**src/rtl/pool_stream_buffer.sv**
```systemverilog
// Output buffer for the max-pooling stage: FWFT FIFO with per-frame last tagging and loss/length flags.
// Optional build macro POOL_BUF_RELU_EN clamps negative words to zero as they are written.
module pool_stream_buffer #(
   parameter int WIDTH     = 32,
   parameter int DEPTH     = 16,
   parameter int FRAME_LEN = 16
) (
   input  logic                       clk,
   input  logic                       master_rst,
   input  logic                       ce,
   input  logic [WIDTH-1:0]           data_in,
   input  logic                       valid_in,
   input  logic                       end_in,
   input  logic                       m_ready,
   output logic [WIDTH-1:0]           m_data,
   output logic                       m_valid,
   output logic                       m_last,
   output logic                       frame_done,
   output logic                       overflow,
   output logic                       len_err,
   output logic [$clog2(DEPTH+1)-1:0] level
);

   localparam int PW = (DEPTH > 1) ? $clog2(DEPTH) : 1;
   localparam int LW = $clog2(DEPTH + 1);
   localparam int CW = (FRAME_LEN > 1) ? $clog2(FRAME_LEN) : 1;

   localparam logic [LW-1:0] LVL_FULL = LW'(DEPTH);
   localparam logic [CW-1:0] CNT_LAST = CW'(FRAME_LEN - 1);

   // each entry is {last_tag, word}
   logic [WIDTH:0]  r_mem [DEPTH];
   logic [PW-1:0]   r_wr_ptr;
   logic [PW-1:0]   r_rd_ptr;
   logic [LW-1:0]   r_level;
   logic [CW-1:0]   r_in_cnt;
   logic            r_frame_done;
   logic            r_overflow;
   logic            r_len_err;

   logic            w_wr;
   logic            w_empty;
   logic            w_full;
   logic            w_pop;
   logic            w_accept;
   logic            w_cnt_last;
   logic            w_tag;
   logic            w_len_bad;
   logic [WIDTH-1:0] w_word;
   logic [WIDTH:0]  w_head;

   always_comb begin
      w_wr       = ce & valid_in;
      w_empty    = (r_level == '0);
      w_full     = (r_level == LVL_FULL);
      w_pop      = ~w_empty & m_ready;
      // a full FIFO still takes a word when the head leaves in the same cycle
      w_accept   = w_wr & (~w_full | w_pop);
      w_cnt_last = (r_in_cnt == CNT_LAST);
      w_tag      = w_cnt_last | end_in;
      w_len_bad  = end_in ^ w_cnt_last;
      w_head     = r_mem[r_rd_ptr];
   end

`ifdef POOL_BUF_RELU_EN
   always_comb begin
      w_word = data_in[WIDTH-1] ? '0 : data_in;
   end
`else
   always_comb begin
      w_word = data_in;
   end
`endif

   // storage is never reset; validity comes from r_level
   always_ff @(posedge clk) begin
      if (w_accept) begin
         r_mem[r_wr_ptr] <= {w_tag, w_word};
      end
   end

   always_ff @(posedge clk) begin
      if (master_rst) begin
         r_wr_ptr     <= '0;
         r_rd_ptr     <= '0;
         r_level      <= '0;
         r_in_cnt     <= '0;
         r_frame_done <= 1'b0;
         r_overflow   <= 1'b0;
         r_len_err    <= 1'b0;
      end else begin
         if (w_accept) begin
            r_wr_ptr <= r_wr_ptr + PW'(1);
         end
         if (w_pop) begin
            r_rd_ptr <= r_rd_ptr + PW'(1);
         end
         case ({w_accept, w_pop})
            2'b10:   r_level <= r_level + LW'(1);
            2'b01:   r_level <= r_level - LW'(1);
            default: r_level <= r_level;
         endcase
         // the frame counter follows the pooler even when the word is dropped
         if (w_wr) begin
            r_in_cnt <= w_tag ? '0 : r_in_cnt + CW'(1);
            if (w_len_bad) begin
               r_len_err <= 1'b1;
            end
            if (~w_accept) begin
               r_overflow <= 1'b1;
            end
         end
         r_frame_done <= w_pop & w_head[WIDTH];
      end
   end

   always_comb begin
      m_valid    = ~w_empty;
      m_data     = m_valid ? w_head[WIDTH-1:0] : '0;
      m_last     = m_valid & w_head[WIDTH];
      frame_done = r_frame_done;
      overflow   = r_overflow;
      len_err    = r_len_err;
      level      = r_level;
   end

endmodule

```
**config.mk**
```make
export PLATFORM = sky130hd
export DESIGN_NAME = pool_stream_buffer
export DESIGN_NICKNAME = d
export VERILOG_FILES = /design/src/rtl/pool_stream_buffer.sv
export SDC_FILE = /design/constraint.sdc
export NUM_CORES = 1
export LEC_CHECK = 0
export BUFFER_PORTS_ARGS = -buffer_cell sky130_fd_sc_hd__buf_2
export CORE_UTILIZATION = 66
export DETAILED_ROUTE_END_ITERATION = 10
export MAX_ROUTING_LAYER = met4
export PLACE_DENSITY = 0.84
export SETUP_SLACK_MARGIN = 0.5
export SLEW_MARGIN = 20
export SYNTH_ARGS = -nofsm -noshare
export SYNTH_HDL_FRONTEND = slang
export SYNTH_SLANG_ARGS = --single-unit
```
**constraint.sdc**
```tcl
create_clock -name clk -period 9.38 [get_ports clk]
set_input_delay 0.469 -clock clk [delete_from_list [all_inputs] [get_ports clk]]
set_output_delay 0.469 -clock clk [all_outputs]
set_load 0.005 [all_outputs]
```
* Yosys cells after proc, flatten, opt, wreduce, memory -nomap -nowiden
Memory sizes are Yosys's and may differ from the RTL's. A register that Yosys moved wholly into a read port is not among the register bits.
Index checks and enable logic that the tools add are counted.
** Storage, ports and cells
- Register bits after elaboration :: 20
- Latch bits :: 0
- RAM bits :: 528
- Memory bits (read-only) :: 0
- Input port bits :: 38
- Logic and storage cells :: 39
- Memories :: 1
** Cells by class
- $add $sub $neg :: 5
- Multipliers :: 0
- Div/mod/pow operators :: 0
- Order comparisons :: 0
- Equality and inequality tests :: 4
- Shift operators :: 0
- Muxes and demuxes :: 7
- Bitwise operators :: 11
- Reductions and logical operators :: 4
** Memories
- r_mem :: depth 16, bits a word 33, rd ports 1, clocked after memory_dff 1, write ports 1, RTL line 32 : logic [WIDTH:0] r_mem [DEPTH];
** Operator list (number)
- 32-bit 2-to-1 mux :: 1
- 4-bit by 1-bit adder with 4-bit output (second input constant) :: 3
- 4-bit 2-to-1 mux :: 3
- 5-bit case mux with 2 select lines :: 1
- 5-bit by 1-bit adder with 5-bit output (second input constant) :: 1
- 1-bit bitwise AND :: 5
- 5-bit equality test (second input constant) :: 1
- 5-bit zero test :: 1
- 5-bit by 1-bit subtractor with 5-bit output (second input constant) :: 1
- 4-bit equality test (second input constant) :: 1
- 2-bit AND reduction :: 2
- 1-bit NOT :: 3
- 2-bit by 1-bit equality test with 1-bit output (second input constant) :: 1
- 2-bit equality test (second input constant) :: 1
- 1-bit 2-to-1 mux :: 2
- 1-bit OR :: 2
- 2-bit nonzero test :: 1
- 1-bit XOR :: 1

* Depth between registers and ports, before layout
- Depth in word-level cells :: 7
- Depth in mapped cells :: 9

* Worst setup path before layout
OpenSTA, ideal clock, no wires.
- Path kind :: in2reg
- From :: in ce
- To :: mem r_mem[0][0] (netlist bit) (enable)
- Setup time :: 0.464 ns
- Arrival time :: 3.385 ns
- Required time :: 8.916 ns
- Slack :: 5.530 ns
- Stages on the path :: 4
- Buffers on the path :: 0
- Cells stage by stage :: nand2_1 -> a31oi_1 -> nand2_1 -> nor3_1
** On the way
- Word-level cells in the longest chain between the ends :: 4
** RTL lines
- start, declared :: RTL line 10 : input logic ce,
- 1-bit bitwise AND :: RTL line 53 : w_wr = ce & valid_in;
- 1-bit bitwise AND :: RTL line 58 : w_accept = w_wr & (~w_full | w_pop);
- 1-bit 2-to-1 mux :: RTL line 77 : if (w_accept) begin
- 1-bit 2-to-1 mux (implied by the code) :: RTL line 78 : r_mem[r_wr_ptr] <= {w_tag, w_word};
- end, declared :: RTL line 32
Every way passes these cells.

==> impl_metrics.ini <==
[power_and_ir_drop]
total_leakage_power_nw = 7.565
pwrdens_mw_per_mm2 = 231.5
ir_worst_vdd_uv = 165.5

[worst_setup_path]
critical_path_peak_fanout = 50
cell_class_contributing_the_biggest_share_of_worst_path_delay = buffers and inverters
reg2reg_slack_ns = 6.07
crit_buf_inv = 2
worstSetupEndpointType = output pin
worst_path_largest_cell_delay_ns = 0.82
crit_slowest_cell = sky130_fd_sc_hd__buf_4
worst-setup-path-type = reg -> out
required_ns = 8.91
worst-path-stages = 5
worst_ep_arrival_time_ns = 3.47
startpoint_type_of_the_worst_setup_path = flop
worst-r2r-cell-count = 5
timing.critical_path.cells = buf_4 -> mux4_2 -> mux2i_1 -> o221ai_1 -> buf_2

[min_path]
min_delay_path_depth = 1
worst_hold_path_type = in -> reg

[drt]
detail_route.iter0.violations = 1218
drt_first_pass_iters = 5
vias_per_cell = 6.848
number_of_antenna_violating_nets_in_the_routed_design = 0
detailroute.via_count = 10567
post-route-drc-count = 0
drt_wl_total_um = 46320
post_drt_wl_per_cell_um = 30.02

[synthesis]
syn_avg_cell_area_sq_um = 21.45
synth.cell_area_sq_mm = 0.02126
netlist_instances = 991
yosys.cell_types.count = 45
synth_sequential_area_ratio_pct = 76.84
syn_nets = 1040
postSynth.asyncResetShare_pct = 0
yosys_warnings = 0
synth_enable_flop_cells = 528
ys_dominant_reg_cell = sky130_fd_sc_hd__edfxtp_1
synth.ff_latch_count = 552

[place]
numPortBuffers = 79
placed_cells_incl_taps = 1445
post-dp-hpwl_um = 23070
gp_congestion = 0.7739

[clocking]
cts_buffers = 51
tritoncts = built
hold_buffers = 0
post-cts-setup-buffer-count = 0
numClockSinks = 552
cts_root_buf = sky130_fd_sc_hd__clkbuf_16
cts_resized = 0
worstSkewPairLatency_ns = 0.55
cts.clk_slew.worst_paths_ns = 0.06
cts.htree.levels = 2
clock_path_buffers = 3

[sta]
final.period_utilization_pct = 41.98
final_max_slew_viol_count = 0
maxClockFrequency_mhz = 253.9
rsz0062_at_grt = no
worst_pin_slew_ns = 1.135
finalSetupTns_ns = 0
finalSetupViolCount = 0
timing.final.hold_violations = 0
finClkSkew_ns = 0.01453
fin_crit_ns = 3.938
slew_headroom_pct = 24.32

[global_routing]
antenna_violations_before_repair = 3
track_usage_pct = 30.11
grt_start_max_net_pins = 68
globalRouteOverflowTotal = 0
via_count_of_the_first_global_routing_pass = 10960
first_pass_grt_wire_length_um = 68540

[run]
maxCapViolations = 0

[run_status]
result_of_the_run = finished, final reports clean

[floorplanning]
placeable_core_region_sq_mm = 0.03164
die_w_um = 181.5
initial_utilization_pct = 67.20
die_area_sq_mm = 0.03293
core.rowCount = 65
ios = 80
chipHeight_um = 181.5

[finish]
areaGrowthSynthToFinish_pct = 11.72
drive_gt1_share_pct = 28.76
final_net_count = 1145
instances_no_fill = 1543
[sequential cells by signal (all words and copies together) (netlist names), named ones only]
name,flops
r_wr_ptr,4
r_mem,528
r_rd_ptr,4
overflow,1
level,5
frame_done,1
len_err,1
r_in_cnt,4
[through the flow]
stage | total power [mW] | instance area, sq um | util [%] | hold slack [ns] | setup WS [ns]
floorplan | 3.363 | 21260 | - | 0.4492 | 5.530
global placement | 3.624 | 22220 | 70.23 | 0.4464 | 6.024
finish | 5.498 | 23750 | 75.07 | 0.2781 | 5.442
CTS | 5.532 | 23740 | 75.04 | 0.2534 | 5.417
detailed placement | 3.650 | 22220 | 70.23 | 0.4616 | 5.872
global route | 5.672 | 23750 | 75.06 | 0.2779 | 5.227
[layer usage]
layer  GRT usage [%]  up-vias  share of wire [%]  wire length, um
met3           5.977      102                8.5             3943
li1                -     4302                  -                -
met4           10.34        0                3.1             1415
met5               -        -                  0                0
met2           49.18      643                 52            23890
met1           38.38     5520                 37            17070
[synthesized netlist by cell type, drive strengths merged, types with 3 or more instances]
library cell,count,area [sq um]
nand2,41,153.9
buf,36,175.2
xnor2,3,26.28
a21oi,8,43.79
nor3,6,30.03
nand2b,4,25.02
nor2,30,112.6
xor2,3,26.28
nand3,10,50.05
dfxtp,24,480.5
o221ai,33,289.0
ha,10,125.1
mux2i,35,350.3
edfxtp,528,15860
nor2b,3,18.77
clkbuf,12,45.04
mux2,3,45.04
inv,41,153.9
mux4,133,2995
[cell families after synthesis]
family | share of synthesized area (%)
flops | 76.84
mux | 15.95
simple gates | 2.290
buf+inv | 1.760
compound gates | 2.231
fa+ha+maj | 0.6827
xor+xnor | 0.2472
[area by class of cell]
type                       instances  area, sq um
fill                            1627         7886
timing repair buffer             100        553.0
clock inverter                    25        135.1
clock buffer                      69         1386
inverter                          41        153.9
multi-input combinational        350         4662
tap                              402        503.0
antenna                            4        10.01
sequential                       552        16350
[worst register-to-register path, stage by stage (launching register included)]
cell                      delay (ns)
sky130_fd_sc_hd__dfxtp_1        0.45
sky130_fd_sc_hd__nor4_4         0.12
sky130_fd_sc_hd__a31oi_1        0.51
sky130_fd_sc_hd__nand2_1        0.39
sky130_fd_sc_hd__nor3_2         0.85
sky130_fd_sc_hd__buf_4          0.61
[layout by cell type (no fill, tap or decap), types with 7 or more instances in the layout]
master and n:
sky130_fd_sc_hd__a21oi_1 7, sky130_fd_sc_hd__nor2_1 18, sky130_fd_sc_hd__clkinv_2 9, sky130_fd_sc_hd__dfxtp_1 21, sky130_fd_sc_hd__mux2i_1 35, sky130_fd_sc_hd__clkinv_1 14, sky130_fd_sc_hd__ha_1 10, sky130_fd_sc_hd__buf_4 21
sky130_fd_sc_hd__mux4_2 133, sky130_fd_sc_hd__nor2_4 12, sky130_fd_sc_hd__o221ai_1 33, sky130_fd_sc_hd__nand2_1 41, sky130_fd_sc_hd__inv_1 41, sky130_fd_sc_hd__buf_2 79, sky130_fd_sc_hd__nand3_1 10, sky130_fd_sc_hd__clkbuf_1 16
sky130_fd_sc_hd__clkbuf_16 53, sky130_fd_sc_hd__edfxtp_1 528
[power by group]
part | switching [mW] | total (mW) | internal (mW)
Clock | 0.839 | 1.90 | 1.06
Sequential | 0.0487 | 2.78 | 2.73
Combinational | 0.446 | 0.818 | 0.372
[final timing paths]
| check | endpoint | from |
|---|---|---|
| setup / recovery | m_data[21] | flop |
| hold reg to reg | len_err$_SDFFE_PP0P_ | len_err$_SDFFE_PP0P_ |
| setup reg to reg | r_mem[0][19]$_DFFE_PP_ | level[0]$_SDFFE_PP0P_ |
| hold / removal | r_mem[8][28]$_DFFE_PP_ | data_in[28] |
Power figures use the tool's default switching activity.
